<file path="src/rtl/pulse_train_gen.sv">
`timescale 1ns/1ps
`default_nettype none
// ============================================================================
// Module   : pulse_train_gen
// Purpose  : Programmable burst generator (pulses per set, sets, high/low/gap
//            times) with tick prescaler, continuous-repeat mode and abort.
// Revision : 1.0 - initial release
// ============================================================================
module pulse_train_gen #(
    parameter int TICK_DIV = 12500000,
    parameter int CNT_W    = 3,
    parameter int TIME_W   = 8
) (
    input  logic              CLOCK_50,
    input  logic              RESET,
    input  logic              start,
    input  logic              abort,
    input  logic              repeat_mode,
    input  logic [CNT_W-1:0]  pulses,
    input  logic [CNT_W-1:0]  sets,
    input  logic [TIME_W-1:0] high_len,
    input  logic [TIME_W-1:0] low_len,
    input  logic [TIME_W-1:0] gap_len,
    output logic              pulse_out,
    output logic              busy,
    output logic              done,
    output logic              aborted,
    output logic [CNT_W-1:0]  pulse_idx,
    output logic [CNT_W-1:0]  set_idx
);

    localparam int              PS_W   = (TICK_DIV > 1) ? $clog2(TICK_DIV) : 1;
    localparam logic [PS_W-1:0] PS_MAX = PS_W'(TICK_DIV - 1);

    typedef enum logic [1:0] {
        S_IDLE = 2'd0,
        S_HIGH = 2'd1,
        S_LOW  = 2'd2,
        S_GAP  = 2'd3
    } state_t;

    state_t              state_q, state_d;
    logic [PS_W-1:0]     ps_q, ps_d;
    logic [TIME_W-1:0]   tmr_q, tmr_d;
    logic [CNT_W-1:0]    pidx_q, pidx_d;
    logic [CNT_W-1:0]    sidx_q, sidx_d;
    logic [CNT_W-1:0]    pulses_q, pulses_d;
    logic [CNT_W-1:0]    sets_q, sets_d;
    logic [TIME_W-1:0]   high_q, high_d;
    logic [TIME_W-1:0]   low_q, low_d;
    logic [TIME_W-1:0]   gap_q, gap_d;
    logic                pulse_out_q, pulse_out_d;
    logic                busy_q, busy_d;
    logic                done_q, done_d;
    logic                aborted_q, aborted_d;

    logic                tick;
    logic                expire;
    logic [TIME_W-1:0]   phase_len;

    always_comb begin
        state_d     = state_q;
        ps_d        = ps_q;
        tmr_d       = tmr_q;
        pidx_d      = pidx_q;
        sidx_d      = sidx_q;
        pulses_d    = pulses_q;
        sets_d      = sets_q;
        high_d      = high_q;
        low_d       = low_q;
        gap_d       = gap_q;
        done_d      = 1'b0;
        aborted_d   = 1'b0;
        tick        = (ps_q == PS_MAX);

        case (state_q)
            S_HIGH:  phase_len = high_q;
            S_LOW:   phase_len = low_q;
            S_GAP:   phase_len = gap_q;
            default: phase_len = '0;
        endcase
        expire = tick && (tmr_q == phase_len);

        if (state_q == S_IDLE) begin
            ps_d  = '0;
            tmr_d = '0;
            if (start && !abort) begin
                pulses_d = pulses;
                sets_d   = sets;
                high_d   = high_len;
                low_d    = low_len;
                gap_d    = gap_len;
                pidx_d   = '0;
                sidx_d   = '0;
                state_d  = S_HIGH;
            end
        end else if (abort) begin
            state_d   = S_IDLE;
            aborted_d = 1'b1;
            ps_d      = '0;
            tmr_d     = '0;
        end else begin
            ps_d = tick ? '0 : ps_q + 1'b1;
            if (expire) begin
                tmr_d = '0;
            end else if (tick) begin
                tmr_d = tmr_q + 1'b1;
            end
            if (expire) begin
                case (state_q)
                    S_HIGH: begin
                        if (pidx_q != pulses_q) begin
                            state_d = S_LOW;
                            pidx_d  = pidx_q + 1'b1;
                        end else if (sidx_q != sets_q) begin
                            state_d = S_GAP;
                            pidx_d  = '0;
                            sidx_d  = sidx_q + 1'b1;
                        end else if (repeat_mode) begin
                            // repeat_mode is deliberately live, not latched
                            state_d = S_GAP;
                            pidx_d  = '0;
                            sidx_d  = '0;
                        end else begin
                            state_d = S_IDLE;
                            done_d  = 1'b1;
                        end
                    end
                    default: state_d = S_HIGH;
                endcase
            end
        end

        pulse_out_d = (state_d == S_HIGH);
        busy_d      = (state_d != S_IDLE);
    end

    always_ff @(posedge CLOCK_50 or posedge RESET) begin
        if (RESET) begin
            state_q     <= S_IDLE;
            ps_q        <= '0;
            tmr_q       <= '0;
            pidx_q      <= '0;
            sidx_q      <= '0;
            pulses_q    <= '0;
            sets_q      <= '0;
            high_q      <= '0;
            low_q       <= '0;
            gap_q       <= '0;
            pulse_out_q <= 1'b0;
            busy_q      <= 1'b0;
            done_q      <= 1'b0;
            aborted_q   <= 1'b0;
        end else begin
            state_q     <= state_d;
            ps_q        <= ps_d;
            tmr_q       <= tmr_d;
            pidx_q      <= pidx_d;
            sidx_q      <= sidx_d;
            pulses_q    <= pulses_d;
            sets_q      <= sets_d;
            high_q      <= high_d;
            low_q       <= low_d;
            gap_q       <= gap_d;
            pulse_out_q <= pulse_out_d;
            busy_q      <= busy_d;
            done_q      <= done_d;
            aborted_q   <= aborted_d;
        end
    end

    assign pulse_out = pulse_out_q;
    assign busy      = busy_q;
    assign done      = done_q;
    assign aborted   = aborted_q;
    assign pulse_idx = pidx_q;
    assign set_idx   = sidx_q;

endmodule
`default_nettype wire

</file>
<file path="config.mk">
export PLATFORM = sky130hd
export DESIGN_NAME = pulse_train_gen
export DESIGN_NICKNAME = d
export VERILOG_FILES = /design/src/rtl/pulse_train_gen.sv
export SDC_FILE = /design/constraint.sdc
export NUM_CORES = 1
export LEC_CHECK = 0
export BUFFER_PORTS_ARGS = -buffer_cell sky130_fd_sc_hd__buf_2
export CORE_UTILIZATION = 39
export CTS_CLUSTER_DIAMETER = 120
export DETAILED_ROUTE_END_ITERATION = 10
export MAX_ROUTING_LAYER = met4
export SETUP_SLACK_MARGIN = 0.02
export SYNTH_ARGS = -nofsm -noshare
export SYNTH_HDL_FRONTEND = slang
export SYNTH_SLANG_ARGS = --single-unit
</file>
<file path="constraint.sdc">
create_clock -name CLOCK_50 -period 2.2 [get_ports CLOCK_50]
set_clock_uncertainty 0.05 [all_clocks]
set_input_delay 0.11 -clock CLOCK_50 [delete_from_list [all_inputs] [get_ports CLOCK_50]]
set_output_delay 0.11 -clock CLOCK_50 [all_outputs]
set_load 0.02 [all_outputs]
</file>
# Word level (Yosys, flattened, before mapping)

Index checks and enable logic that the tools add are counted.

Logic and storage cells: 81
Latch bits: 0
Memory bits (writable): 0
Bits in registers: 74
Bits of input ports: 35
Memory bits (read-only): 0
Memories kept: 0

Bitwise logic cells: 0
Multiply operators: 0
Divide/modulo/power cells: 0
Multiplexer cells: 39
Equal/unequal tests: 11
Add/subtract/negate cells: 4
Reduce and logical (&&, ||, !) cells: 13
Shift-type cells: 0
$lt $le $gt $ge: 0

Operators with widths:

| cell                                                                    | count |
|---|---|
| 24-bit two-way mux                                                      | 3 |
| 3-bit two-way mux                                                       | 14 |
| 8-bit two-way mux                                                       | 4 |
| 24-bit by 1-bit adder with 24-bit output, second input constant         | 1 |
| 24-bit equality test, second input constant                             | 1 |
| 8-bit one-hot mux with 3 select lines                                   | 1 |
| 2-bit two-way mux                                                       | 8 |
| 1-bit two-way mux                                                       | 9 |
| 8-bit by 1-bit adder with 8-bit output, second input constant           | 1 |
| 8-bit equality test                                                     | 1 |
| 4-bit nonzero test                                                      | 2 |
| 3-bit by 1-bit adder with 3-bit output, second input constant           | 2 |
| 3-bit inequality test                                                   | 2 |
| 6-bit AND reduction                                                     | 1 |
| 2-bit nonzero test                                                      | 3 |
| 5-bit AND reduction                                                     | 1 |
| 2-bit by 1-bit equality test with 1-bit output, second input constant   | 2 |
| 2-bit equality test, second input constant                              | 2 |
| 2-bit by 1-bit inequality test with 1-bit output, second input constant | 2 |
| 3-bit nonzero test                                                      | 1 |
| 1-bit logical AND                                                       | 2 |
| 2-bit zero test                                                         | 1 |
| 2-bit inequality test, second input constant                            | 1 |
| 2-bit AND reduction                                                     | 1 |
| 1-bit zero test                                                         | 1 |

# Depth between registers and ports, before layout

Depth after elaboration: 8
Mapped depth: 10

# Worst setup path after synthesis

OpenSTA, ideal clock, no wires.

Kind: register to register
Start: register ps_q[0]
End: register sidx_q[2], in the netlist set_idx[2]
Arrival: 2176 ps
Cell stages (with the launch flop): 11
Library setup time: 118 ps
Required time: 2032 ps
Setup slack: -144 ps
Period minus slack after synthesis: 2344 ps
Path through: dfrtp_1 -> ha_1 -> and4_1 -> buf_4 -> nand2_1 -> or3_1 -> buf_2 -> nor2_2 -> nand4_2 -> o311a_1 -> a21o_1

Word-level cells in the longest chain between the ends: 4

Ends and longest elaborated chain:

| what                          | line | RTL |
|---|---|---|
| start: declaration            | 43   | `logic [PS_W-1:0] ps_q, ps_d;` |
| start signal: assignment      | 156  | `ps_q <= ps_d;` |
| 24-bit equality test          | 74   | `tick = (ps_q == PS_MAX);` |
| 1-bit logical AND             | 82   | `expire = tick && (tmr_q == phase_len);` |
| 2-bit nonzero test (no line)  | -    |  |
| 6-bit AND reduction (no line) | -    |  |
| end signal: assignment        | 159  | `sidx_q <= sidx_d;` |
| end: declaration              | 46   | `logic [CNT_W-1:0] sidx_q, sidx_d;` |

Every way passes these cells.
A chain may end at the register's enable or synchronous reset.

# Worst setup path after layout

Start: register state_q[0]
End: register sidx_q[2], in the netlist set_idx[2]

Word-level cells in the longest chain between the ends: 6
Elaborated cells on any way between the ends: 15
Those cells by class: eq/ne (7); mux (2); reduce/logical (6)

Ends and longest elaborated chain:

| what                                                                                  | line    | RTL |
|---|---|---|
| start: declaration                                                                    | 42      | `state_t state_q, state_d;` |
| start signal: assignment                                                              | 155     | `state_q <= state_d;` |
| 2-bit equality test or 2-bit by 1-bit equality test with 1-bit output (tied branches) | 76, 110 |  |
| 8-bit one-hot mux with 3 select lines                                                 | 76      | `case (state_q)` |
| 8-bit equality test                                                                   | 82      |  |
| 1-bit logical AND                                                                     | 82      |  |
| 2-bit nonzero test (no line)                                                          | -       |  |
| 6-bit AND reduction (no line)                                                         | -       |  |

Parallel ways exist; a longest one is shown, timed or not.

==> impl_metrics.json <==
{
  "root_buffer": "clkbuf_8",
  "setup_tns_ps": -303.6,
  "vias": 3332,
  "yosysSeqAreaShare_pct": 48.96,
  "hold_class": "input port to flop",
  "routed_via_density": 4.929,
  "maxSlewHeadroom_pct": 60.37,
  "ir_worst_vdd_mv": 0.4135,
  "synth_seq_cells": 74,
  "path_clk_slew_ps": 80,
  "failed_checks": "negative setup slack",
  "rsz0062_at_grt": "true",
  "synthFlopType": "dfrtp_1",
  "diodes": 0,
  "design_area_mm2": 0.005165,
  "drt-wirelength-per-cell_um": 13.71,
  "start_util_pct": 40.55,
  "grt_pass1_vias": 3400,
  "drc_errors": 0,
  "start_kind": "flop",
  "slew_violations": 0,
  "synth_nets": 462,
  "gr-total-overflow": 0,
  "grt_usage_pct": 20.32,
  "setup_violations": 8,
  "worstSetupEndpointType": "flop",
  "cp_top_family": "compound AO/OA/AOI/OAI gates",
  "cap_violations": 0,
  "grt_max_degree": 30,
  "crit_required_ps": 2400,
  "place.gp.congestion": 0.8556,
  "avgSynthCellArea_um2": 8.942,
  "hpwl_um": 6324,
  "die_w_um": 100.5,
  "finalCritPeriodShare_pct": 103.8,
  "fmax_mhz": 437.7,
  "synth_cells": 423,
  "final_cell_mix": "nand2_1 (113), dfrtp_1 (73), buf_4 (46)",
  "dp_slack_ps": -214.7,
  "met3_length_um": 342,
  "crit_buf_inv": 2,
  "async_flop_share_pct": 100.0,
  "fin_crit_ps": 2284,
  "htree_levels": 3,
  "wl_um": 9271,
  "grt_first_pass_wirelength_um": 15510,
  "cts_made_buffers": 9,
  "nFillCells": 832,
  "antenna_found_initial": 0,
  "die_h_um": 100.5,
  "final_cells": 676,
  "wl_met1_um": 4560,
  "highest_layer": "met4",
  "fin_nets": 581,
  "netlist_area_mm2": 0.003782,
  "critPathMaxFanout": 4,
  "place_inst": 622,
  "ys_types": 50,
  "crit_path_top_delay_cell": "dfrtp_2",
  "power_mw": 3.074,
  "tightest_slew_ps": 593.6,
  "setup_ws_ps": -84.49,
  "finalHoldViolCount": 0,
  "port_buffers": 44,
  "crit_type": "flop to flop",
  "numClockSinks": 74,
  "hold_slack_ps": 49.06,
  "area_growth_pct": 36.55,
  "cts_tree": "yes",
  "drive_gt1_share_pct": 27.42,
  "core_mm2": 0.009328,
  "final_common_cell": "nand2_1",
  "clk_latency_ps": 350,
  "crit_chain": "buf_12 -> mux2i_2 -> a22oi_2 -> a21oi_2 -> nor4_2 -> buf_4 -> nand4_4 -> o311a_1 -> a21o_1",
  "critPathMaxStageDelay_ps": 460,
  "clk_path_buf_depth": 2,
  "rows": 35,
  "crit_arrival_ps": 2480,
  "fin_util_pct": 55.37,
  "ys_warn_count": 0,
  "dr_wl_met2_um": 4217,
  "p_per_area_mw_per_mm2": 595.2,
  "ant_nets": 0,
  "drtIter0Drc": 159,
  "placed_area_mm2": 0.004462,
  "outcome": "finished, violations left",
  "dieArea_mm2": 0.01010,
  "ios": 45,
  "synth_edf_count": 0,
  "dr.pass1.iters": 5,
  "p_leak_nw": 2.394
}
## power breakdown
part	internal [mW]	switching (mW)	leakage (nW)	total, mW
combinational	0.247	0.254	1.32	0.501
sequential	1.46	0.0675	0.980	1.52
clock	0.526	0.524	0.0925	1.05
## synthesized netlist by cell type, types with 3 or more instances
library cell    n  area, um2
a22oi_1         3      22.52
clkbuf_1       13      48.80
nand3_1        17      85.08
nand2_1       116      435.4
nand3b_1        3      22.52
o21ai_0        10      50.05
nor2_1         40      150.1
xnor2_1        12      105.1
dfrtp_1        74       1852
and3_1          5      31.28
mux2i_1         9      90.09
and4_1          3      26.28
xor2_1         23      201.4
nand4_1         8      50.05
nor2b_1         4      25.02
ha_1            4      50.05
or2_2           3      18.77
buf_4           3      22.52
inv_1           7      26.28
or3_1           4      25.02
nor3_1         12      60.06
a21oi_1        11      55.05
nor4b_1         3      26.28
and2_1          3      18.77
## worst paths after layout
path	from	to	slack [ps]	cells past startpoint
max reg2reg	state_q[0]	set_idx[2]	-80	9
min reg2reg	low_q[3]	low_q[3]	430	2
min in group asynchronous	RESET	gap_q[4]	330	3
max	state_q[0]	set_idx[2]	-80	9
min	abort	aborted	50	2
max in group asynchronous	RESET	ps_q[20]	1160	4
## timing repair
item                       CTS  global route
setup endpoints to repair   15            31
hold buffers                31             0
setup buffers                3             4
gates resized for setup      9            24
hold endpoints to repair    54             0
pin swaps                    1             7
cloned                       0             0
## layout make-up
type                            count  area, um2  share of cell area [%]
Inverter                            7      26.28                  0.5087
Sequential cell                    74       1853                   35.88
Clock buffer                       10      127.6                   2.471
Clock inverter                      6      67.56                   1.308
Tap cell                          129      161.4                   3.125
Timing Repair Buffer              126      958.4                   18.56
Multi-Input combinational cell    324       1971                   38.15
## logic make-up (layout without fill, tap and decap cells)
logic type	count (synthesis)	after routing	synth area share (%)
AND/OR/NAND/NOR	230	230	27.95
flip-flops	74	74	48.96
AO/OA/AOI/OAI	43	43	7.476
XOR/XNOR	35	35	8.104
buffers and inverters	25	149	2.812
multiplexers	12	12	3.374
adder cells (fa/ha/maj)	4	4	1.323
## state kept, by name, summed over array words and instances, names as in the netlist
register / cells
pulse_idx: 3
tmr_q: 8
high_q: 8
pulse_out: 1
aborted: 1
state_q: 2
done: 1
ps_q: 24
pulses_q: 3
gap_q: 8
sets_q: 3
set_idx: 3
low_q: 8
busy: 1
## layer usage
layer	global-route usage, %	vias to the layer above
met3	4.369	11
met1	27.46	1592
met2	30.93	69
met5	-	-
met4	5.797	0
li1	-	1660
## worst register-to-register path, delay by kind of cell, from the launching register on
kind / cells / cell delay [ps]
AOI/OAI and AO/OA: 4 / 840
buffers and inverters: 2 / 310
DFF: 1 / 460
muxes: 1 / 160
and+or+nand+nor: 2 / 360
(Power assumes the default switching activity.)
